===== config.mk =====
export PLATFORM = sky130hd
export DESIGN_NAME = clk_freq_meter_flat
export DESIGN_NICKNAME = d
export VERILOG_FILES = /design/src/rtl/clk_freq_meter_if.sv /design/src/rtl/clk_freq_meter.sv /design/src/flat_wrapper.sv
export SDC_FILE = /design/constraint.sdc
export NUM_CORES = 1
export LEC_CHECK = 0
export ABC_CLOCK_PERIOD_IN_PS = 11050
export BUFFER_PORTS_ARGS = -buffer_cell sky130_fd_sc_hd__buf_4
export CORE_ASPECT_RATIO = 1.25
export CORE_MARGIN = 1
export CORE_UTILIZATION = 47
export DETAILED_ROUTE_END_ITERATION = 10
export GPL_TIMING_DRIVEN = 0
export PLACE_DENSITY = 0.76
export SETUP_SLACK_MARGIN = 0.15
export SLEW_MARGIN = 30
export SYNTH_ARGS = -nofsm -noshare
export SYNTH_HDL_FRONTEND = slang
export SYNTH_SLANG_ARGS = --single-unit

===== constraint.sdc =====
create_clock -name I_sys_clk -period 11.05 [get_ports I_sys_clk]
set_input_delay 1.105 -clock I_sys_clk [delete_from_list [all_inputs] [get_ports I_sys_clk]]
set_output_delay 1.105 -clock I_sys_clk [all_outputs]
set_load 0.05 [all_outputs]

===== src/rtl/clk_freq_meter_if.sv =====
`timescale 1ns/1ps
// Control, configuration and result signals of the clock frequency meter.
interface clk_freq_meter_if #(
  parameter int C_CNT_W = 32
);
  logic               I_meas_clk;
  logic               I_start;
  logic [C_CNT_W-1:0] I_gate_cycles;
  logic [C_CNT_W-1:0] I_exp_cnt;
  logic [15:0]        I_tol;
  logic               O_busy;
  logic               O_done;
  logic [C_CNT_W-1:0] O_edge_cnt;
  logic [C_CNT_W-1:0] O_high_cnt;
  logic               O_pass;
  logic               O_stuck;

  modport master (
    output I_meas_clk, I_start, I_gate_cycles, I_exp_cnt, I_tol,
    input  O_busy, O_done, O_edge_cnt, O_high_cnt, O_pass, O_stuck
  );

  modport slave (
    input  I_meas_clk, I_start, I_gate_cycles, I_exp_cnt, I_tol,
    output O_busy, O_done, O_edge_cnt, O_high_cnt, O_pass, O_stuck
  );
endinterface


===== src/rtl/clk_freq_meter.sv =====
`timescale 1ns/1ps
// Counts rising edges and high time of an asynchronous clock over an N-cycle gate window
// and judges the edge count against an expected value with tolerance.
module clk_freq_meter #(
  parameter int C_CNT_W       = 32,
  parameter int C_ARM_TIMEOUT = 65536,
  parameter int C_SYNC_STAGES = 2
) (
  input  logic          I_sys_clk,
  input  logic          I_rst,
  clk_freq_meter_if.slave bus
);
  localparam int                 C_TMO_W = $clog2(C_ARM_TIMEOUT + 1);
  localparam logic [C_CNT_W-1:0] C_SAT   = '1;

  typedef enum logic [1:0] {S_IDLE, S_ARM, S_GATE, S_DONE} state_t;

  state_t               state;
  logic [C_SYNC_STAGES-1:0] sync_q;
  logic                 meas_d;
  logic                 meas_s;
  logic                 rise;

  logic [C_CNT_W-1:0]   gate_n;
  logic [C_CNT_W-1:0]   exp_n;
  logic [15:0]          tol_n;
  logic [C_CNT_W-1:0]   gate_cnt;
  logic [C_TMO_W-1:0]   tmo_cnt;
  logic [C_CNT_W-1:0]   edge_acc;
  logic [C_CNT_W-1:0]   high_acc;

  logic                 done_q;
  logic [C_CNT_W-1:0]   edge_q;
  logic [C_CNT_W-1:0]   high_q;
  logic                 pass_q;
  logic                 stuck_q;

  logic [C_CNT_W:0]     diff_raw;
  logic [C_CNT_W:0]     diff_abs;
  logic                 tol_ok;

  assign meas_s = sync_q[C_SYNC_STAGES-1];
  assign rise   = meas_s & ~meas_d;

  // Signed difference one bit wider than the counters, so no count pair can overflow it.
  assign diff_raw = {1'b0, edge_acc} - {1'b0, exp_n};
  assign diff_abs = diff_raw[C_CNT_W] ? -diff_raw : diff_raw;
  assign tol_ok   = (diff_abs <= (C_CNT_W+1)'(tol_n));

  function automatic logic [C_CNT_W-1:0] sat_inc(input logic [C_CNT_W-1:0] v, input logic inc);
    return (inc && (v != C_SAT)) ? v + C_CNT_W'(1) : v;
  endfunction

  always_ff @(posedge I_sys_clk or posedge I_rst) begin
    if (I_rst) begin
      sync_q <= '0;
      meas_d <= 1'b0;
    end else begin
      sync_q <= {sync_q[C_SYNC_STAGES-2:0], bus.I_meas_clk};
      meas_d <= meas_s;
    end
  end

  always_ff @(posedge I_sys_clk or posedge I_rst) begin
    if (I_rst) begin
      state    <= S_IDLE;
      gate_n   <= '0;
      exp_n    <= '0;
      tol_n    <= '0;
      gate_cnt <= '0;
      tmo_cnt  <= '0;
      edge_acc <= '0;
      high_acc <= '0;
      done_q   <= 1'b0;
      edge_q   <= '0;
      high_q   <= '0;
      pass_q   <= 1'b0;
      stuck_q  <= 1'b0;
    end else begin
      done_q <= 1'b0;
      case (state)
        S_IDLE: begin
          if (bus.I_start) begin
            gate_n   <= bus.I_gate_cycles;
            exp_n    <= bus.I_exp_cnt;
            tol_n    <= bus.I_tol;
            tmo_cnt  <= C_TMO_W'(1);
            gate_cnt <= C_CNT_W'(1);
            edge_acc <= '0;
            high_acc <= '0;
            edge_q   <= '0;
            high_q   <= '0;
            pass_q   <= 1'b0;
            stuck_q  <= 1'b0;
            state    <= (bus.I_gate_cycles == '0) ? S_DONE : S_ARM;
          end
        end
        S_ARM: begin
          // The arming edge only opens the window; it is never counted.
          if (rise) begin
            gate_cnt <= C_CNT_W'(1);
            state    <= S_GATE;
          end else if (tmo_cnt == C_TMO_W'(C_ARM_TIMEOUT)) begin
            stuck_q <= 1'b1;
            state   <= S_DONE;
          end else begin
            tmo_cnt <= tmo_cnt + C_TMO_W'(1);
          end
        end
        S_GATE: begin
          edge_acc <= sat_inc(edge_acc, rise);
          high_acc <= sat_inc(high_acc, meas_s);
          if (gate_cnt == gate_n) begin
            state <= S_DONE;
          end else begin
            gate_cnt <= gate_cnt + C_CNT_W'(1);
          end
        end
        S_DONE: begin
          done_q <= 1'b1;
          edge_q <= edge_acc;
          high_q <= high_acc;
          pass_q <= !stuck_q && tol_ok;
          state  <= S_IDLE;
        end
        default: state <= S_IDLE;
      endcase
    end
  end

  assign bus.O_busy     = (state == S_ARM) || (state == S_GATE);
  assign bus.O_done     = done_q;
  assign bus.O_edge_cnt = edge_q;
  assign bus.O_high_cnt = high_q;
  assign bus.O_pass     = pass_q;
  assign bus.O_stuck    = stuck_q;
endmodule

===== src/flat_wrapper.sv =====
// flat-port wrapper written by rule: the top's interface ports become plain ports
module clk_freq_meter_flat 
#(
  parameter int C_CNT_W       = 32,
  parameter int C_ARM_TIMEOUT = 65536,
  parameter int C_SYNC_STAGES = 2
)
  (I_sys_clk, I_rst, bus_I_meas_clk, bus_I_start, bus_I_gate_cycles, bus_I_exp_cnt, bus_I_tol, bus_O_busy, bus_O_done, bus_O_edge_cnt, bus_O_high_cnt, bus_O_pass, bus_O_stuck);
  clk_freq_meter_if #(.C_CNT_W(C_CNT_W)) bus_i ();
  input  logic I_sys_clk;
  input  logic I_rst;
  input wire logic [$bits(bus_i.I_meas_clk)-1:0] bus_I_meas_clk;
  input wire logic [$bits(bus_i.I_start)-1:0] bus_I_start;
  input wire logic [$bits(bus_i.I_gate_cycles)-1:0] bus_I_gate_cycles;
  input wire logic [$bits(bus_i.I_exp_cnt)-1:0] bus_I_exp_cnt;
  input wire logic [$bits(bus_i.I_tol)-1:0] bus_I_tol;
  output wire logic [$bits(bus_i.O_busy)-1:0] bus_O_busy;
  output wire logic [$bits(bus_i.O_done)-1:0] bus_O_done;
  output wire logic [$bits(bus_i.O_edge_cnt)-1:0] bus_O_edge_cnt;
  output wire logic [$bits(bus_i.O_high_cnt)-1:0] bus_O_high_cnt;
  output wire logic [$bits(bus_i.O_pass)-1:0] bus_O_pass;
  output wire logic [$bits(bus_i.O_stuck)-1:0] bus_O_stuck;
  assign bus_i.I_meas_clk = bus_I_meas_clk;
  assign bus_i.I_start = bus_I_start;
  assign bus_i.I_gate_cycles = bus_I_gate_cycles;
  assign bus_i.I_exp_cnt = bus_I_exp_cnt;
  assign bus_i.I_tol = bus_I_tol;
  assign bus_O_busy = bus_i.O_busy;
  assign bus_O_done = bus_i.O_done;
  assign bus_O_edge_cnt = bus_i.O_edge_cnt;
  assign bus_O_high_cnt = bus_i.O_high_cnt;
  assign bus_O_pass = bus_i.O_pass;
  assign bus_O_stuck = bus_i.O_stuck;
  clk_freq_meter #(.C_CNT_W(C_CNT_W), .C_ARM_TIMEOUT(C_ARM_TIMEOUT), .C_SYNC_STAGES(C_SYNC_STAGES)) u_core (.I_sys_clk(I_sys_clk), .I_rst(I_rst), .bus(bus_i));
endmodule

==> impl_metrics.yaml <==
cells_and_area:
  n_antenna_cell: 0
  drive_above_1_share_pct: 17.7
  multi_input_area_sq_mm: 0.00805
  syn_to_final_growth_pct: 18.0
  regArea_sq_mm: 0.00663
  fin_area_sq_mm: 0.0178
  fin_nets: 1878
  nFillCells: 2787
routing:
  wl_mm: 39.8
  ant_nets: 0
  vias_per_cell: 5.79
  wl_per_cell_um: 18.4
  drt-initial-drc-count: 825
  num_vias: 12532
  drc: 0
  first_pass_iters: 5
outcome:
  status: "finished, final reports clean"
timing:
  relSlewSlack_pct: 33.5
  rsz0062_at_grt: "false"
  finClkSkew_ns: 0.0299
  worstMarginPinSlew_ns: 0.987
  fmax_ghz: 0.159
  finalCritPeriodShare_pct: 57.0
  setup_viol: 0
  hold_viol: 0
  fin_crit_ns: 6.30
  whs_ns: 0.401
  slew_viol_final: 0
placed_design:
  io_buffer_count: 151
  post-dp-hpwl_mm: 29.8
  post_dp_cell_area_sq_mm: 0.0169
  gp_congestion: 0.884
run:
  cap_violations: 0
yosys:
  ys_warn_count: 0
  syn_nets: 1693
  synth_ff_type: "dfrtp_1"
  async_flop_share_pct: 100
  synth_compound_area_share_pct: 14.7
  synth.area.mux_share_pct: 6.29
  yosys.area.top_type: "dfrtp_1"
  syn_inst: 1550
  yosys.area_share.simple_pct: 18.3
  synthXorXnorAreaFrac_pct: 8.86
  synth_edf_count: 0
  ys_types: 80
  yosysTopAreaCellShare_pct: 43.8
  avgSynthCellArea_sq_um: 9.76
  yosysSeqAreaShare_pct: 43.8
  synth_fa_ha_area_share_pct: 4.93
  syn_area_sq_mm: 0.0151
  synth_area_leaders: "dfrtp_1 44%, mux2_2 6.0%, ha_1 4.8%"
  ys_seq_elements: 265
  synth_top_family_by_area: "simple AND/OR/NAND/NOR gates"
grt:
  gr-usage-all-layers_pct: 24.7
  grt_pass1_vias: 12456
  antenna_found_initial: 0
  grt_max_degree: 79
  grt_pass1_wl_mm: 65.1
  gr-total-overflow: 0
cts:
  path_clk_slew_ns: 0.06
  numCtsBuffers: 28
  insertion_delay_ns: 0.60
  cts_setup_buffers: 0
  cts_hold_buf: 0
  cts_tree: "built"
  cts_buffer_depth: 3
  clock-sinks: 265
  cts_resized: 0
  ctsHtreeMaxLevel: 1
  cts_root_buffer: "clkbuf_16"
floorplanning:
  die_w_um: 162
  rows: 73
  initial_core_util_pct: 47.6
  io_pins: 152
  die_height_um: 203
  core-area_sq_mm: 0.0318
  die_area_sq_mm: 0.0329
setup_path:
  cp-start-kind: "register"
  end_kind: "register"
  critPathArrivalTime_ns: 6.79
  path_class: "reg2reg"
  crit_fanout: 10
  required_ns: 11.54
power:
  irDropWorstVdd_uv: 141
  powerDensity_mw_per_mm2: 225
  p_leak_nw: 8.12
hold_path:
  min_path_type: "reg2reg"
worst max-delay path, cell delays in order, from the launching register on:
cell and delay, ns:
dfrtp_1 0.44, ha_1 0.32, clkbuf_1 0.21, a21oi_1 0.27
o21ai_0 0.17, a221oi_1 0.56, a311oi_1 0.23, a211oi_2 0.56
clkbuf_1 0.37, o21ai_0 0.19, xnor2_1 0.16, ha_1 0.29
a21oi_1 0.16, nor2_1 0.06, a211oi_1 0.19, o21ai_0 0.13
a221o_1 0.36, a221o_1 0.29, a211oi_1 0.26, o311ai_0 0.19
nor4bb_1 0.38, o2111ai_1 0.21, o31ai_2 0.20
kinds of logic (layout without fill, tap and decap cells):
family,after synthesis,in the layout
xor+xnor,153,153
fa+ha+maj,59,59
mux,85,85
buf+inv,124,327
compound gates,319,319
flops,265,265
simple gates,545,545
registers in the layout (all words and copies together), names as in the netlist, 16 cells and up:
register,cells
u_core.high_acc,32
u_core.exp_n,32
u_core.gate_cnt,32
u_core.bus.O_edge_cnt,32
u_core.bus.O_high_cnt,32
u_core.gate_n,32
u_core.edge_acc,32
u_core.tmo_cnt,17
u_core.tol_n,16
cells in the final DEF (no fill, tap or decap), types with 6 or more instances in the layout:
master,netlist,layout
or4_1,10,10
o21a_1,8,8
clkbuf_1,49,51
clkbuf_16,0,28
ha_1,58,58
or3_1,21,21
and2_1,21,21
a31oi_1,7,7
mux2_2,81,81
nand2b_1,9,9
nor4_1,21,19
xnor2_1,78,78
xor2_1,75,75
a21oi_1,61,61
o31ai_1,6,6
nand4_1,47,47
a211o_1,7,7
nor2_1,155,155
dfrtp_1,265,265
inv_1,71,70
nand2_1,115,115
nor2b_1,9,9
nor3_1,17,17
clkbuf_8,0,8
a22o_1,59,59
nand3_1,57,57
and3_1,20,20
a211oi_1,14,12
buf_4,0,151
and4_1,12,12
o211ai_1,8,8
a21o_1,19,19
o21ai_0,72,72
through the flow:
step	setup TNS, ns	utilization (%)	std cells	setup slack, ns	power (mW)
CTS	0	56.1	2164	4.86	4.02
global placement	-31.70	52.8	2113	-0.142	2.97
detailed placement	0	53.1	2116	4.87	3.03
global route	0	56.1	2165	4.24	4.29
finish	0	56.1	2165	4.75	4.02
floorplan	0	-	1550	2.65	2.56
report_power, final:
part / switching, mW / internal [mW] / total, mW
Combinational: 1.07 / 0.684 / 1.75
Sequential: 0.137 / 1.16 / 1.29
Clock: 0.408 / 0.563 / 0.971
Total: 1.61 / 2.40 / 4.02
cells in the mapped netlist, types with 5 or more instances:
library cell  number
a21o_1            19
o21ai_0           72
a21oi_1           61
a211oi_1          14
or3_1             21
nor3_1            17
mux2_2            81
a221oi_1           5
and2_1            21
clkbuf_1          49
a22o_1            59
dfrtp_1          265
o21a_1             8
xnor2_1           78
ha_1              58
a211o_1            7
a31oi_1            7
nand2_1          115
nor4b_1            5
nor2_1           155
nand4_1           47
or2_2              5
o211a_1            5
and3_1            20
or4_1             10
inv_1             71
nor4_1            21
and4_1            12
o31ai_1            6
nand2b_1           9
nor2b_1            9
nand3_1           57
o211ai_1           8
xor2_1            75
routing by layer:
layer | global-route usage (%) | vias to the layer above | part of all wire [%]
li1 | - | 5956 | -
met1 | 33.5 | 6118 | 44
met5 | 0 | - | 0
met3 | 2.78 | 70 | 5.7
met4 | 8.63 | 0 | 2.8
met2 | 40.9 | 388 | 48
path summary, 6_finish.rpt:
check	slack [ns]	from	cells after the start	endpoint
setup / recovery	4.75	u_core.edge_acc[19]$_DFFE_PP0P_	22	u_core.bus.O_pass$_DFFE_PP0P_
setup reg to reg	4.75	u_core.edge_acc[19]$_DFFE_PP0P_	22	u_core.bus.O_pass$_DFFE_PP0P_
hold reg to reg	0.40	u_core.sync_q[1]$_DFF_PP0_	0	u_core.meas_d$_DFF_PP0_
min in group asynchronous	0.57	I_rst	2	u_core.bus.O_high_cnt[26]$_DFFE_PP0P_
hold / removal	0.40	u_core.sync_q[1]$_DFF_PP0_	0	u_core.meas_d$_DFF_PP0_
max in group asynchronous	9.69	I_rst	3	u_core.edge_acc[24]$_DFFE_PP0P_
cell type report:
type	instances	area share, %
Buffer	53	1.14
Clock buffer	38	4.58
Clock inverter	10	0.729
Inverter	71	1.54
Multi-Input combinational cell	1161	45.1
Sequential cell	265	37.2
Tap cell	412	2.89
Timing Repair Buffer	155	6.84
No activity file was read; power rests on OpenSTA's default activity.
